File: config.mk
export PLATFORM = sky130hd
export DESIGN_NAME = vga_timing_gen
export DESIGN_NICKNAME = d
export VERILOG_FILES = /design/src/rtl/vga_timing_gen.sv
export SDC_FILE = /design/constraint.sdc
export NUM_CORES = 1
export LEC_CHECK = 0
export BUFFER_PORTS_ARGS = -buffer_cell sky130_fd_sc_hd__buf_2
export CORE_ASPECT_RATIO = 1.2
export CORE_MARGIN = 3
export CORE_UTILIZATION = 50
export CTS_CLUSTER_DIAMETER = 80
export DETAILED_ROUTE_END_ITERATION = 10
export PLACE_DENSITY = 0.71
export SYNTH_ARGS = -nofsm -noshare
export SYNTH_HDL_FRONTEND = slang
export SYNTH_SLANG_ARGS = --single-unit
File: constraint.sdc
create_clock -name pixel_clk -period 2.5 [get_ports pixel_clk]
set_input_delay 0.25 -clock pixel_clk [delete_from_list [all_inputs] [get_ports pixel_clk]]
set_output_delay 0.25 -clock pixel_clk [all_outputs]
set_load 0.02 [all_outputs]
File: src/rtl/vga_timing_gen.sv
// VGA horizontal/vertical timing generator with registered, skew-free outputs.
// Optional macro VGA_PIXEL_DIV2_EN advances the raster on every second pixel_clk edge.
module vga_timing_gen #(
  parameter int H_ACTIVE = 640,
  parameter int H_FP     = 16,
  parameter int H_SYNC   = 96,
  parameter int H_BP     = 48,
  parameter int V_ACTIVE = 480,
  parameter int V_FP     = 10,
  parameter int V_SYNC   = 2,
  parameter int V_BP     = 33
) (
  input  logic       pixel_clk,
  input  logic       resetSwitch,
  output logic [9:0] col,
  output logic [8:0] row,
  output logic       hsync,
  output logic       vsync,
  output logic       video_on,
  output logic       line_start,
  output logic       frame_start
);

  // Boundaries held at 12 bits so no sum of parameters can wrap.
  localparam logic [11:0] H_ACT_END  = 12'(H_ACTIVE);
  localparam logic [11:0] H_SYNC_BEG = 12'(H_ACTIVE + H_FP);
  localparam logic [11:0] H_SYNC_END = 12'(H_ACTIVE + H_FP + H_SYNC);
  localparam logic [11:0] H_LAST     = 12'(H_ACTIVE + H_FP + H_SYNC + H_BP - 1);
  localparam logic [11:0] V_ACT_END  = 12'(V_ACTIVE);
  localparam logic [11:0] V_SYNC_BEG = 12'(V_ACTIVE + V_FP);
  localparam logic [11:0] V_SYNC_END = 12'(V_ACTIVE + V_FP + V_SYNC);
  localparam logic [11:0] V_LAST     = 12'(V_ACTIVE + V_FP + V_SYNC + V_BP - 1);

  logic [9:0]  hcount_reg, hcount_next;
  logic [9:0]  vcount_reg, vcount_next;
  logic [11:0] hcount_ext, vcount_ext;
  logic        tick;

  logic [9:0] col_reg, col_next;
  logic [8:0] row_reg, row_next;
  logic       hsync_reg, hsync_next;
  logic       vsync_reg, vsync_next;
  logic       video_on_reg, video_on_next;
  logic       line_start_reg, line_start_next;
  logic       frame_start_reg, frame_start_next;

`ifdef VGA_PIXEL_DIV2_EN
  // Toggle starts at 0 so the first edge after reset is a tick.
  logic toggle_reg;
  always_ff @(posedge pixel_clk or negedge resetSwitch) begin
    if (!resetSwitch) toggle_reg <= 1'b0;
    else              toggle_reg <= ~toggle_reg;
  end
  assign tick = ~toggle_reg;
`else
  assign tick = 1'b1;
`endif

  assign hcount_ext = {2'b00, hcount_reg};
  assign vcount_ext = {2'b00, vcount_reg};

  always_comb begin
    hcount_next = hcount_reg + 10'd1;
    vcount_next = vcount_reg;
    if (hcount_ext == H_LAST) begin
      hcount_next = '0;
      vcount_next = (vcount_ext == V_LAST) ? '0 : vcount_reg + 10'd1;
    end
  end

  // Output stage decodes the current counter state; one clock of latency.
  always_comb begin
    video_on_next    = (hcount_ext < H_ACT_END) && (vcount_ext < V_ACT_END);
    col_next         = video_on_next ? hcount_reg : '0;
    row_next         = video_on_next ? vcount_reg[8:0] : '0;
    hsync_next       = !((hcount_ext >= H_SYNC_BEG) && (hcount_ext < H_SYNC_END));
    vsync_next       = !((vcount_ext >= V_SYNC_BEG) && (vcount_ext < V_SYNC_END));
    line_start_next  = (hcount_reg == '0);
    frame_start_next = (hcount_reg == '0) && (vcount_reg == '0);
  end

  always_ff @(posedge pixel_clk or negedge resetSwitch) begin
    if (!resetSwitch) begin
      hcount_reg      <= '0;
      vcount_reg      <= '0;
      col_reg         <= '0;
      row_reg         <= '0;
      hsync_reg       <= 1'b1;
      vsync_reg       <= 1'b1;
      video_on_reg    <= 1'b0;
      line_start_reg  <= 1'b0;
      frame_start_reg <= 1'b0;
    end else if (tick) begin
      hcount_reg      <= hcount_next;
      vcount_reg      <= vcount_next;
      col_reg         <= col_next;
      row_reg         <= row_next;
      hsync_reg       <= hsync_next;
      vsync_reg       <= vsync_next;
      video_on_reg    <= video_on_next;
      line_start_reg  <= line_start_next;
      frame_start_reg <= frame_start_next;
    end
  end

  assign col         = col_reg;
  assign row         = row_reg;
  assign hsync       = hsync_reg;
  assign vsync       = vsync_reg;
  assign video_on    = video_on_reg;
  assign line_start  = line_start_reg;
  assign frame_start = frame_start_reg;

endmodule

## Word level (Yosys, flattened, before mapping)

Cells that the tools add are included.

| storage, ports and cells | value |
|---|---|
| register bits after elaboration | 44 |
| bits of input ports | 2 |
| output and inout bits | 24 |

| operators by class | value |
|---|---|
| $add $sub $neg | 2 |
| order comparisons | 6 |
| eq/ne operators | 2 |
| muxes and demuxes | 4 |
| reduce and logical (&&, ||, !) cells | 8 |

Operator list:

| cell | count |
|---|---|
| two-way mux 10 bit | 3 |
| adder 10 x 1 -> 10 bit (second input constant) | 2 |
| equality test 10 bit (second input constant) | 2 |
| zero test 10 bit | 2 |
| less-than comparator 10 bit (second input constant) | 2 |
| less-than comparator 10 x 9 -> 1 bit (second input constant) | 2 |
| greater-or-equal comparator 10 bit (second input constant) | 1 |
| greater-or-equal comparator 10 x 9 -> 1 bit (second input constant) | 1 |
| two-way mux 9 bit | 1 |
| logical AND 1 bit | 4 |
| zero test 1 bit | 2 |

## Depth between registers and ports, before layout

| logic depth | value |
|---|---|
| depth in word-level cells | 3 |
| gate-level depth with buffers | 6 |

## Worst setup path before layout

Ideal clock, no wire load.

| path | value |
|---|---|
| path kind | reg-to-reg |
| from | reg hcount_reg[5] |
| to | reg vcount_reg[7] |
| data arrival time | 1,430 ps |
| setup slack | 946 ps |
| stages on the path, launching flop included | 6 |
| path buffers | 1 |
| path through | dfrtp_1 -> buf_6 -> or3_4 -> nor4_4 -> nand3_2 -> xnor2_1 |

| on the way | value |
|---|---|
| longest elaborated chain between the ends | 1 |

RTL lines:

| what | RTL line | RTL |
|---|---|---|
| from (decl) | 34 | `logic [9:0] hcount_reg, hcount_next;` |
| from (signal assigned) | 94 | `hcount_reg <= hcount_next;` |
| equality test 10 bit | 65 | `if (hcount_ext == H_LAST) begin` |
| to (signal assigned) | 95 | `vcount_reg <= vcount_next;` |
| to (decl) | 35 | `logic [9:0] vcount_reg, vcount_next;` |

No other way between the ends.
A chain may end at the register's enable or synchronous reset.

## Worst setup path after layout

| path | value |
|---|---|
| from | reg hcount_reg[0] |
| to | reg vcount_reg[2] |

The elaborated chain is that of the path after synthesis.

==> reports/metrics.csv <==
metric;value;unit
dp_hpwl;2.38;mm
drc;0;
slew_viol_final;0;
grt_usage;16.9;%
drive_gt1_share;20.9;%
cp-start-kind;register;
hold_class;in -> async;
cts_tree;done;
place_area;0.00202;sq mm
outcome;complete, no violations;
stdcell_area;0.00213;sq mm
cts.sinks;44;
gp_congestion;0.816;
root_buffer;clkbuf_8;
netlist_area;0.00189;sq mm
finalSetupViolCount;0;
layout_setup_ws;741;ps
fin_util;61.0;%
fmax;0.568;GHz
grt_overflow;0;
setup-tns-final;0;ps
wl;3.40;mm
wl_per_cell;14.1;um
start_util;54.4;%
cpMaxStageDelayCell;nor3_2;
fp-row-count;23;
powerDensity;585;mW/mm^2
layout_min_cycle_time;1760;ps
place_ws;746;ps
vias;1286;
p_leak;1.04;nW
maxCapViolCount;0;
netlist-cell-type-count;34;
die_h;73.4;um
viasPerCell;5.34;
crit_fanout;8;
ys_warn_count;0;
ys_seq_elements;44;
fin_skew;4.82;ps
p_total;1.24;mW
rsz0062_at_grt;no;
cp.arrival;1960;ps
antenna_found_initial;0;
diodes;0;
finish.net_count;196;
final.period_utilization;70.4;%
dieArea;0.00457;sq mm
ir_drop;0.000331;V
crit_chain;ha_1, nand4_1, nor3_2, a21oi_1, a31oi_1;
post_cts_resized;0;
hold_ws;89.8;ps
cts_inserted_buffers;5;
io_buffers;25;
ios;26;
hold_violations;0;
htree_levels;2;
ys_seq_area_share;58.3;%
drt_iter0_markers;58;
die_width;62.2;um
area_delta_synth_final;12.2;%
antenna_left;0;
crit_type;reg -> reg;
final-instance-count-excl-fill;241;
insertion_delay;290;ps
dp_cells;233;
crit_required;2710;ps
clkSlewWorstSetupHoldPaths;70;ps
slew_headroom;37.9;%
grt_pass1_vias;1270;
cts_buffer_depth;2;
slowest_delay;510;ps
grt_pass1_wl;6.00;mm
core_area;0.00348;sq mm
synth_fp_nets;176;
synth_area_per_cell;11.1;sq um
endpoint_kind;register;
grt_max_degree;45;
drtPass1Iterations;4;
tightest_slew;932;ps
hold_buffers;0;
postCtsSetupRepairBufs;0;
syn_inst;170;
==> cells by family after synthesis <==
logic type / after synthesis / share of synthesized area, %
AO/OA/AOI/OAI: 14 / 4.29
AND/OR/NAND/NOR: 81 / 25.8
XOR/XNOR: 10 / 4.62
buffers and inverters: 17 / 4.36
flip-flops: 44 / 58.3
adder cells (fa/ha/maj): 4 / 2.64
==> per-layer routing <==
metal  track usage [%]  wire length [um]  vias up
met1              20.4              1460      605
met4              6.39                48        0
met3              5.50               213        6
met5                 0                 0        -
met2              28.6              1680       51
li1                  -                 -      624
==> cells in the mapped netlist, drive strengths merged <==
| cell | instances | area (sq um) |
|---|---|---|
| a21oi | 4 | 20.0 |
| o31ai | 1 | 7.51 |
| and2 | 15 | 95.1 |
| ha | 4 | 50.1 |
| inv | 5 | 18.8 |
| nand3 | 11 | 60.1 |
| xor2 | 7 | 61.3 |
| xnor2 | 3 | 26.3 |
| dfstp | 2 | 52.6 |
| and3 | 5 | 31.3 |
| or3 | 2 | 17.5 |
| o211ai | 1 | 7.51 |
| nor3 | 7 | 45.0 |
| buf | 8 | 48.8 |
| nand2b | 2 | 12.5 |
| nor2 | 10 | 37.5 |
| a31oi | 3 | 18.8 |
| o21ai | 4 | 20.0 |
| nand2 | 8 | 30.0 |
| dfrtp | 42 | 1050 |
| and4b | 1 | 10.0 |
| nand4 | 7 | 43.8 |
| o21a | 1 | 7.51 |
| nor2b | 1 | 6.26 |
| and4 | 4 | 35.0 |
| nor4 | 8 | 65.1 |
| clkbuf | 4 | 15.0 |
==> worst max-delay path, delay by kind of cell (launching register included) <==
family / cells / cell delay, ps
simple gates: 2 / 750
compound gates: 2 / 300
fa+ha+maj: 1 / 230
flops: 1 / 400
==> path summary, 6_finish.rpt <==
kind,startpoint,slack [ps],end,cells past startpoint
max,hcount_reg[0]$_DFF_PN0_,740,vcount_reg[2]$_DFFE_PN0N_,5
min,resetSwitch,90,col[4]$_DFF_PN0_,1
max reg2reg,hcount_reg[0]$_DFF_PN0_,740,vcount_reg[2]$_DFFE_PN0N_,5
min reg2reg,hcount_reg[0]$_DFF_PN0_,510,hcount_reg[0]$_DFF_PN0_,1
max in group asynchronous,resetSwitch,1820,vcount_reg[2]$_DFFE_PN0N_,1
min in group pixel_clk,hcount_reg[0]$_DFF_PN0_,510,hcount_reg[0]$_DFF_PN0_,1
==> power by group <==
part	switching (mW)	leakage, nW	internal [mW]	total [mW]
Combinational	0.0127	0.404	0.000566	0.0133
Clock	0.222	0.0552	0.296	0.518
Sequential	0	0.579	0.711	0.711
==> placed cells by master (no fill, tap or decap), types with 2 or more instances in the layout <==
| master | count |
|---|---|
| nand2b_1 | 2 |
| clkbuf_8 | 5 |
| ha_1 | 4 |
| and2_1 | 14 |
| and3_1 | 5 |
| dfrtp_1 | 42 |
| buf_2 | 25 |
| nor3_2 | 2 |
| and4_1 | 4 |
| nor4_1 | 7 |
| dfstp_2 | 2 |
| xor2_1 | 7 |
| a31oi_1 | 3 |
| nand2_1 | 8 |
| nor3_1 | 5 |
| inv_1 | 5 |
| xnor2_1 | 3 |
| nand3_1 | 10 |
| a21oi_1 | 4 |
| nor2_1 | 10 |
| nand4_1 | 7 |
| o21ai_0 | 4 |
==> area by class of cell <==
type,count,area [sq um]
clock buffer,6,72.6
clock inverter,2,35.0
fill,288,1360
inverter,5,18.8
multi-input combinational,109,708
sequential,44,1100
tap,50,62.6
timing repair buffer,25,125
(Power assumes the default switching activity.)
